File: config.mk
export PLATFORM = sky130hd
export DESIGN_NAME = ceas_alarma
export DESIGN_NICKNAME = d
export VERILOG_FILES = /design/src/rtl/ceas_alarma.sv
export SDC_FILE = /design/constraint.sdc
export NUM_CORES = 1
export LEC_CHECK = 0
export BUFFER_PORTS_ARGS = -buffer_cell sky130_fd_sc_hd__buf_2
export CAP_MARGIN = 5
export CORE_ASPECT_RATIO = 1.5
export CORE_MARGIN = 2
export CORE_UTILIZATION = 50
export CTS_CLUSTER_DIAMETER = 150
export DETAILED_ROUTE_END_ITERATION = 7
export GPL_ROUTABILITY_DRIVEN = 0
export PLACE_DENSITY_LB_ADDON = 0.05
export SLEW_MARGIN = 20
export SYNTH_ARGS = -nofsm -noshare
export SYNTH_HDL_FRONTEND = slang
export SYNTH_SLANG_ARGS = --single-unit
File: constraint.sdc
create_clock -name clock -period 2.6 [get_ports clock]
set_input_delay 0.13 -clock clock [delete_from_list [all_inputs] [get_ports clock]]
set_output_delay 0.13 -clock clock [all_outputs]
set_load 0.02 [all_outputs]
File: src/rtl/ceas_alarma.sv
// ceas_alarma: 24 h hh:mm:ss clock with one stored alarm and a ring/stop FSM
// Ports: clock, reset (async, active-low); ore_in/minute_in setting bus;
//   load_timp/load_alarma edge-triggered loads; semnal_stop_alarma stops ringing;
//   semnal_snooze used only with ALARMA_SNOOZE_EN; ore/minute/secunde time;
//   tick_sec one-cycle pulse per second; alarma ringing; alarma_armata armed.
// Optional: `define ALARMA_SNOOZE_EN adds a +5 min snooze trigger.
module ceas_alarma #(
  parameter int TICKS_PER_SEC = 50000000,
  parameter int RING_SEC = 60
) (
  input  logic       clock,
  input  logic       reset,
  input  logic [4:0] ore_in,
  input  logic [5:0] minute_in,
  input  logic       load_timp,
  input  logic       load_alarma,
  input  logic       semnal_stop_alarma,
  input  logic       semnal_snooze,
  output logic [4:0] ore,
  output logic [5:0] minute,
  output logic [5:0] secunde,
  output logic       tick_sec,
  output logic       alarma,
  output logic       alarma_armata
);
  localparam int PW = $clog2(TICKS_PER_SEC);
  localparam logic [PW-1:0] TERM = PW'(TICKS_PER_SEC - 1);
  typedef enum logic [1:0] {DEZARMAT, ARMAT, SUNA} state_t;
  state_t st, st_nxt;
  logic [PW-1:0] presc;
  logic ld_t_q, ld_a_q;
  logic [4:0] al_h, nxt_h;
  logic [5:0] al_m, nxt_m, nxt_s;
  logic [7:0] ring_cnt;
  logic in_ok, ev_t, ev_a, tick, s_wrap, m_wrap, roll, trig, snz_ev, snz_hit;
  assign in_ok = ore_in <= 5'd23 && minute_in <= 6'd59;
  assign ev_t = load_timp & ~ld_t_q & in_ok;
  assign ev_a = load_alarma & ~ld_a_q & in_ok;
  // a time load restarts the second, so it suppresses a coincident tick
  assign tick = presc == TERM && !ev_t;
  assign s_wrap = secunde == 6'd59;
  assign m_wrap = minute == 6'd59;
  assign nxt_s = s_wrap ? '0 : secunde + 6'd1;
  assign nxt_m = !s_wrap ? minute : m_wrap ? '0 : minute + 6'd1;
  assign nxt_h = !(s_wrap && m_wrap) ? ore : ore == 5'd23 ? '0 : ore + 5'd1;
  // only a natural minute rollover can start ringing, never a time load
  assign roll = tick & s_wrap;
  assign trig = roll && ((nxt_h == al_h && nxt_m == al_m) || snz_hit);
  assign alarma = st == SUNA;
  assign alarma_armata = st != DEZARMAT;
  always_comb begin
    st_nxt = st;
    if (ev_a)
      st_nxt = ARMAT;
    else if (st == ARMAT && trig)
      st_nxt = SUNA;
    else if (st == SUNA && (semnal_stop_alarma || snz_ev || (tick && ring_cnt == 8'(RING_SEC - 1))))
      st_nxt = ARMAT;
  end
  always_ff @(posedge clock or negedge reset) begin
    if (!reset) begin
      presc <= '0;
      tick_sec <= 1'b0;
      ore <= '0;
      minute <= '0;
      secunde <= '0;
    end else if (ev_t) begin
      presc <= '0;
      tick_sec <= 1'b0;
      ore <= ore_in;
      minute <= minute_in;
      secunde <= '0;
    end else begin
      presc <= tick ? '0 : presc + PW'(1);
      tick_sec <= tick;
      if (tick) begin
        ore <= nxt_h;
        minute <= nxt_m;
        secunde <= nxt_s;
      end
    end
  end
  always_ff @(posedge clock or negedge reset) begin
    if (!reset) begin
      st <= DEZARMAT;
      ld_t_q <= 1'b0;
      ld_a_q <= 1'b0;
      al_h <= '0;
      al_m <= '0;
      ring_cnt <= '0;
    end else begin
      st <= st_nxt;
      ld_t_q <= load_timp;
      ld_a_q <= load_alarma;
      al_h <= ev_a ? ore_in : al_h;
      al_m <= ev_a ? minute_in : al_m;
      ring_cnt <= st != SUNA ? '0 : ring_cnt + 8'(tick);
    end
  end
`ifdef ALARMA_SNOOZE_EN
  logic snz_q, snz_v;
  logic [4:0] sz_h;
  logic [5:0] sz_m;
  logic [6:0] m_p5;
  assign m_p5 = {1'b0, minute} + 7'd5;
  assign snz_ev = semnal_snooze & ~snz_q & (st == SUNA) & ~ev_a;
  assign snz_hit = snz_v && nxt_h == sz_h && nxt_m == sz_m;
  always_ff @(posedge clock or negedge reset) begin
    if (!reset) begin
      snz_q <= 1'b0;
      snz_v <= 1'b0;
      sz_h <= '0;
      sz_m <= '0;
    end else begin
      snz_q <= semnal_snooze;
      if (ev_a)
        snz_v <= 1'b0;
      else if (snz_ev) begin
        snz_v <= 1'b1;
        sz_m <= m_p5 >= 7'd60 ? 6'(m_p5 - 7'd60) : m_p5[5:0];
        sz_h <= m_p5 < 7'd60 ? ore : ore == 5'd23 ? '0 : ore + 5'd1;
      end else if (st == ARMAT && roll && snz_hit)
        snz_v <= 1'b0;
    end
  end
`else
  logic unused_snooze;
  assign unused_snooze = semnal_snooze;
  assign snz_ev = 1'b0;
  assign snz_hit = 1'b0;
`endif
endmodule

* Yosys cells after proc, flatten, opt, wreduce, memory -nomap -nowiden
Cells that the tools add are included.
** Cells by class
- Reduce and logical (&&, ||, !) cells :: 13
- Multiplexer cells :: 18
- Bitwise logic cells :: 7
- Shift-type cells :: 0
- Multipliers :: 0
- Equality and inequality tests :: 10
- $lt $le $gt $ge :: 2
- Divide/modulo/power cells :: 0
- Add/sub/neg operators :: 5
** Operators by type and width (count)
- 2-to-1 mux 26 bit :: 2
- 2-to-1 mux 6 bit :: 7
- adder 26 x 1 -> 26 bit (second input constant) :: 1
- equality test 26 bit (second input constant) :: 1
- 2-to-1 mux 5 bit :: 4
- adder 6 x 1 -> 6 bit (second input constant) :: 2
- equality test 6 bit (second input constant) :: 2
- adder 8 x 1 -> 8 bit :: 1
- equality test 8 x 6 -> 1 bit (second input constant) :: 1
- logical AND 1 bit :: 8
- 2-to-1 mux 8 bit :: 1
- equality test 6 bit :: 1
- less-or-equal comparator 6 bit (second input constant) :: 1
- 2-to-1 mux 2 bit :: 3
- adder 5 x 1 -> 5 bit (second input constant) :: 1
- AND 1 bit :: 5
- equality test 5 bit :: 1
- equality test 5 bit (second input constant) :: 1
- less-or-equal comparator 5 bit (second input constant) :: 1
- nonzero test 2 bit :: 2
- nonzero test 3 bit :: 1
- equality test 2 x 1 -> 1 bit (second input constant) :: 1
- equality test 2 bit (second input constant) :: 1
- != test 2 bit (second input constant) :: 1
- 4 further kinds :: 5
** Storage, ports and cells
- Memory bits (read-only) :: 0
- Output and inout bits :: 20
- Word-level logic and storage cells :: 66
- RAM bits :: 0
- Memories kept :: 0
- Bits in latches :: 0
- Bits in registers :: 67
- Input port bits :: 17

* Longest topological paths before layout
- Depth after elaboration :: 11
- Mapped depth :: 10
- Mapped depth without buffers :: 9

* Least setup slack after synthesis
No wires, ideal clock.
- Kind :: register to register
- Start :: reg presc[9]
- End :: reg ring_cnt[5]
- Path buffers :: 0
- Arrival time :: 2.261 ns
- Stages on the path, launching flop included :: 9
- Required time :: 2.521 ns
- Setup time :: 0.079 ns
- Clock period less this slack :: 2.340 ns
- Slack :: 0.260 ns
- Cell sequence :: dfrtp_1 -> or4b_4 -> nor4_2 -> nand3_2 -> nor2_1 -> ha_1 -> nand3_1 -> or3_1 -> a21oi_1
** Between the ends
- Cells in the longest elaborated chain, start to end :: 4
** Ends and longest elaborated chain
- start: declaration :: line 30 : logic [PW-1:0] presc;
- start signal: assignment :: line 74 : presc <= tick ? '0 : presc + PW'(1);
- equality test 26 bit :: line 40 : assign tick = presc == TERM && !ev_t;
- logical AND 1 bit :: line 40
- adder 8 x 1 -> 8 bit :: line 97 : ring_cnt <= st != SUNA ? '0 : ring_cnt + 8'(tick);
- 2-to-1 mux 8 bit :: line 97
- end signal: assignment :: line 97
- end: declaration :: line 34 : logic [7:0] ring_cnt;
No other way between the ends.
A chain may end at the register's enable or synchronous reset.

* Final worst setup path
- Start :: reg secunde[0]
- End :: reg st[0]
** Between the ends
- Cells in the longest elaborated chain, start to end :: 9
- Elaborated cells on any way between the ends :: 13
- Classes of those cells :: eq/ne (3); mux (4); bitwise (1); reduce/logical (5)
** Ends and longest elaborated chain
- start: declaration :: line 21 : output logic [5:0] secunde,
- start signal: assignment :: line 79 : secunde <= nxt_s;
- equality test 6 bit (*) :: line 41 : assign s_wrap = secunde == 6'd59;
- logical AND 1 bit :: line 45 : assign nxt_h = !(s_wrap && m_wrap) ? ore : ore == 5'd23 ? '0 : ore + 5'd1;
- 2-to-1 mux 5 bit :: line 45
- equality test 5 bit :: line 48 : assign trig = roll && ((nxt_h == al_h && nxt_m == al_m) || snz_hit);
- logical AND 1 bit :: line 48
- logical AND 1 bit (*) :: line 48
- logical AND 1 bit (*) :: line 55 : else if (st == ARMAT && trig)
- 2-to-1 mux 2 bit :: line 55
- 2-to-1 mux 2 bit :: line 53 : if (ev_a)
- end signal: assignment :: line 92 : st <= st_nxt;
- end: declaration :: line 29 : state_t st, st_nxt;
Mark *: on every way between the ends. The rest lies on a longest branch, timed or not.

==> flow_metrics.tcl <==
set metrics [dict create \
    hp-class "in -> reg" \
    grt_busiest_layer "met2" \
    wire_per_inst_um 16.0 \
    final_period_minus_worst_setup_slack_ns 2.43 \
    synthCells 372 \
    synth-edff-count 0 \
    timing_worst_setup_path_type "reg -> reg" \
    fillers 643 \
    use_met3 0.0438 \
    die_area_um2 7940 \
    crit_slowest_cell "sky130_fd_sc_hd__dfrtp_1" \
    drc_viols 0 \
    grt_remaining_overflow 0 \
    post_synth_num_cell_types 56 \
    max-slew-margin-rel 0.475 \
    cp_slowest_stage_delay_ns 0.40 \
    clock_sink_count 67 \
    detail_route.wirelength_mm 8.21 \
    tritoncts_clock_tree "done" \
    global_route.usage.total 0.224 \
    ir_worst_vdd_uv 340 \
    cts_buffers 9 \
    start_util 0.507 \
    worst_skew_pair.late_latency_ns 0.34 \
    simple_gate_portion_of_the_synthesized_area 0.237 \
    grt_max_degree 36 \
    timing_hold_violations_final 0 \
    design.portCount 37 \
    hpwlAfterDp_mm 5.96 \
    grt_antenna_before_repair 0 \
    post_synth_top_area_cell "sky130_fd_sc_hd__dfrtp_1" \
    die-width_um 73.4 \
    critPathLaunch "secunde[0]" \
    first_pass_grt_wire_length_mm 13.6 \
    detailedRoute.firstIterationViolations 128 \
    dieHeight_um 108 \
    placement_rows 38 \
    global_route.usage.met1 0.264 \
    post-route-period-util 0.933 \
    path_cells "ha_1 > and2_1 > and3_1 > o311ai_0 > a211oi_1 > o2111ai_1 > o31a_1" \
    required_ns 2.83 \
    synth-xor-area-share 0.0897 \
    max-clock-path-buffers 2 \
    setup_repair_after_global_routing_missed_its_margin "false" \
    timing.critical_path.to_type "flop" \
    clock.fmax_ghz 0.412 \
    number_of_global_route_vias_before_repair 2888 \
    final.setup.tns_ns 0 \
    yosys-mux-area-fraction 0.0509 \
    synth_top_family_by_area "simple AND/OR/NAND/NOR gates" \
    clock_skew_ns 0.00487 \
    report.final.slew_viol_count 0 \
    critical_path.n_buffers_inverters 0 \
    post-synth-top-area-fraction 0.464 \
    post_synth_fa_ha_maj_area_fraction 0.0208 \
    powerDensity_nw_per_um2 614 \
    synth.cells.most_frequent "sky130_fd_sc_hd__dfrtp_1, sky130_fd_sc_hd__nor2_1, sky130_fd_sc_hd__nand2_1" \
    syn_to_final_growth_pct 17.6 \
    synth_async_sr_flop_share 1.00 \
    worstPathArrival_ns 2.65 \
    worstSetupStartpointType "flop" \
    maxCapViolCount 0 \
    top_count_cell_post_synth "sky130_fd_sc_hd__dfrtp_1" \
    viasPerCell 5.74 \
    crit_fanout 8 \
    run_status "finished, final reports clean" \
    worst_slew_pin_slew_ns 0.785 \
    postSynthAreaPerCell_um2 9.72 \
    final_layout_size_suffix_gt1_frac 0.197 \
    route.vias.total 2937 \
    yosys_register_bits 67 \
    yosysSeqAreaShare 0.464 \
    yosys_most_used_dff "sky130_fd_sc_hd__dfrtp_1" \
    diodes 0 \
    worstHoldStart "ore_in[2]" \
    setup_viol_count_final 0 \
    postRouteAntennaNets 0 \
    ctsRootBufferMaster "sky130_fd_sc_hd__clkbuf_8" \
    post-cts-setup-buffers 0 \
    cts-htree-levels 3 \
    power_leakage_nw 1.94 \
    final_nets 451 \
    crit-reg2reg-launch "secunde[0]" \
    synth-compound-area-share 0.116 \
    path_delay_family "compound AO/OA/AOI/OAI gates" \
    report.power.total_mw 2.61 \
    global_route.usage.met2 0.393 \
    port_buffers 35 \
    post_synthesis_net_count 395 \
    post_synth_instance_area_um2 3610 \
    placeableCoreArea_um2 7130 \
    path_clk_slew_ns 0.06 \
    yosys_warnings 0 \
    drt-pass1-iter-count 4 \
    synth_top_cells_by_area "sky130_fd_sc_hd__dfrtp_1, sky130_fd_sc_hd__xor2_1, sky130_fd_sc_hd__nor2_1, sky130_fd_sc_hd__xnor2_1, sky130_fd_sc_hd__nand2_1" \
]
worst paths after layout:
check,depth (start not counted),slack (ns),end
setup / recovery,7,0.17,st[0]
hold / removal,3,0.02,ore[2]
setup reg to reg,7,0.17,st[0]
hold reg to reg,1,0.52,presc[0]
max in group asynchronous,3,1.55,ore[1]
min in group asynchronous,2,0.40,ring_cnt[6]
per-stage QoR:
stage	util	setup WS [ns]	area, um^2	hold WS (ns)	std cells
after CTS	0.595	0.0927	4240	0.00402	512
after global placement	0.557	0.116	3970	0.236	491
after detailed placement	0.557	0.108	3970	0.237	491
after floorplan	-	0.260	3610	-0.166	372
after global routing	0.596	0.00481	4250	0.0310	512
final	0.596	0.174	4250	0.0215	512
where the power goes:
| part | internal (mW) | leakage, nW | total (mW) | switching [mW] |
|---|---|---|---|---|
| clock network | 0.543 | 0.109 | 0.917 | 0.374 |
| registers | 1.14 | 0.875 | 1.23 | 0.0958 |
| logic | 0.210 | 0.956 | 0.463 | 0.253 |
flip-flops by register name (all words and copies together), names as in the netlist:
register  flops
al_h          5
al_m          6
ld_a_q        1
ld_t_q        1
minute        6
ore           5
presc        26
ring_cnt      8
secunde       6
st            2
tick_sec      1
worst min-delay path: stages:
cell and delay, ns:
sky130_fd_sc_hd__buf_2 0.09, sky130_fd_sc_hd__nand2_1 0.04, sky130_fd_sc_hd__o21ai_1 0.06
layer usage:
layer  vias up  share of wire  wire, um
met4         0          0.019       159
met5         -              0         0
met1      1426           0.42      3490
met3        17          0.028       233
met2        51           0.53      4330
li1       1443              -         -
cell usage in the layout, fill, tap and decap left out, types with 9 or more instances in the layout:
cell	netlist	final
sky130_fd_sc_hd__clkbuf_8	0	13
sky130_fd_sc_hd__a21oi_1	12	12
sky130_fd_sc_hd__dfrtp_1	67	67
sky130_fd_sc_hd__mux2_2	11	11
sky130_fd_sc_hd__xnor2_1	16	16
sky130_fd_sc_hd__xor2_1	21	21
sky130_fd_sc_hd__nor2_1	41	40
sky130_fd_sc_hd__o21ai_0	15	15
sky130_fd_sc_hd__buf_2	3	35
sky130_fd_sc_hd__nand3_1	21	21
sky130_fd_sc_hd__buf_4	0	14
sky130_fd_sc_hd__inv_1	9	9
sky130_fd_sc_hd__and3_1	14	14
sky130_fd_sc_hd__nand2_1	34	34
cell type report:
type | instances | area [um^2] | area share
Clock buffer | 14 | 183 | 0.0430
Clock inverter | 1 | 30.0 | 0.00707
Inverter | 9 | 33.8 | 0.00795
Multi-Input combinational cell | 285 | 1870 | 0.439
Sequential cell | 67 | 1680 | 0.394
Tap cell | 80 | 100 | 0.0236
Timing Repair Buffer | 56 | 360 | 0.0848
logic make-up (layout without fill, tap and decap cells):
family	Yosys count	in the layout
buffers and inverters	20	80
AOI/OAI and AO/OA	63	63
adders and majority gates	6	6
and+or+nand+nor	162	162
muxes	17	17
xor gates and xnor gates	37	37
DFF	67	67
what timing repair did:
action                                  in CTS  in global routing
resized for setup                            0                  2
hold endpoints to repair                    37                  0
endpoints found under the setup margin       0                  3
hold buffers                                 6                  0
Power figures use the tool's default switching activity.
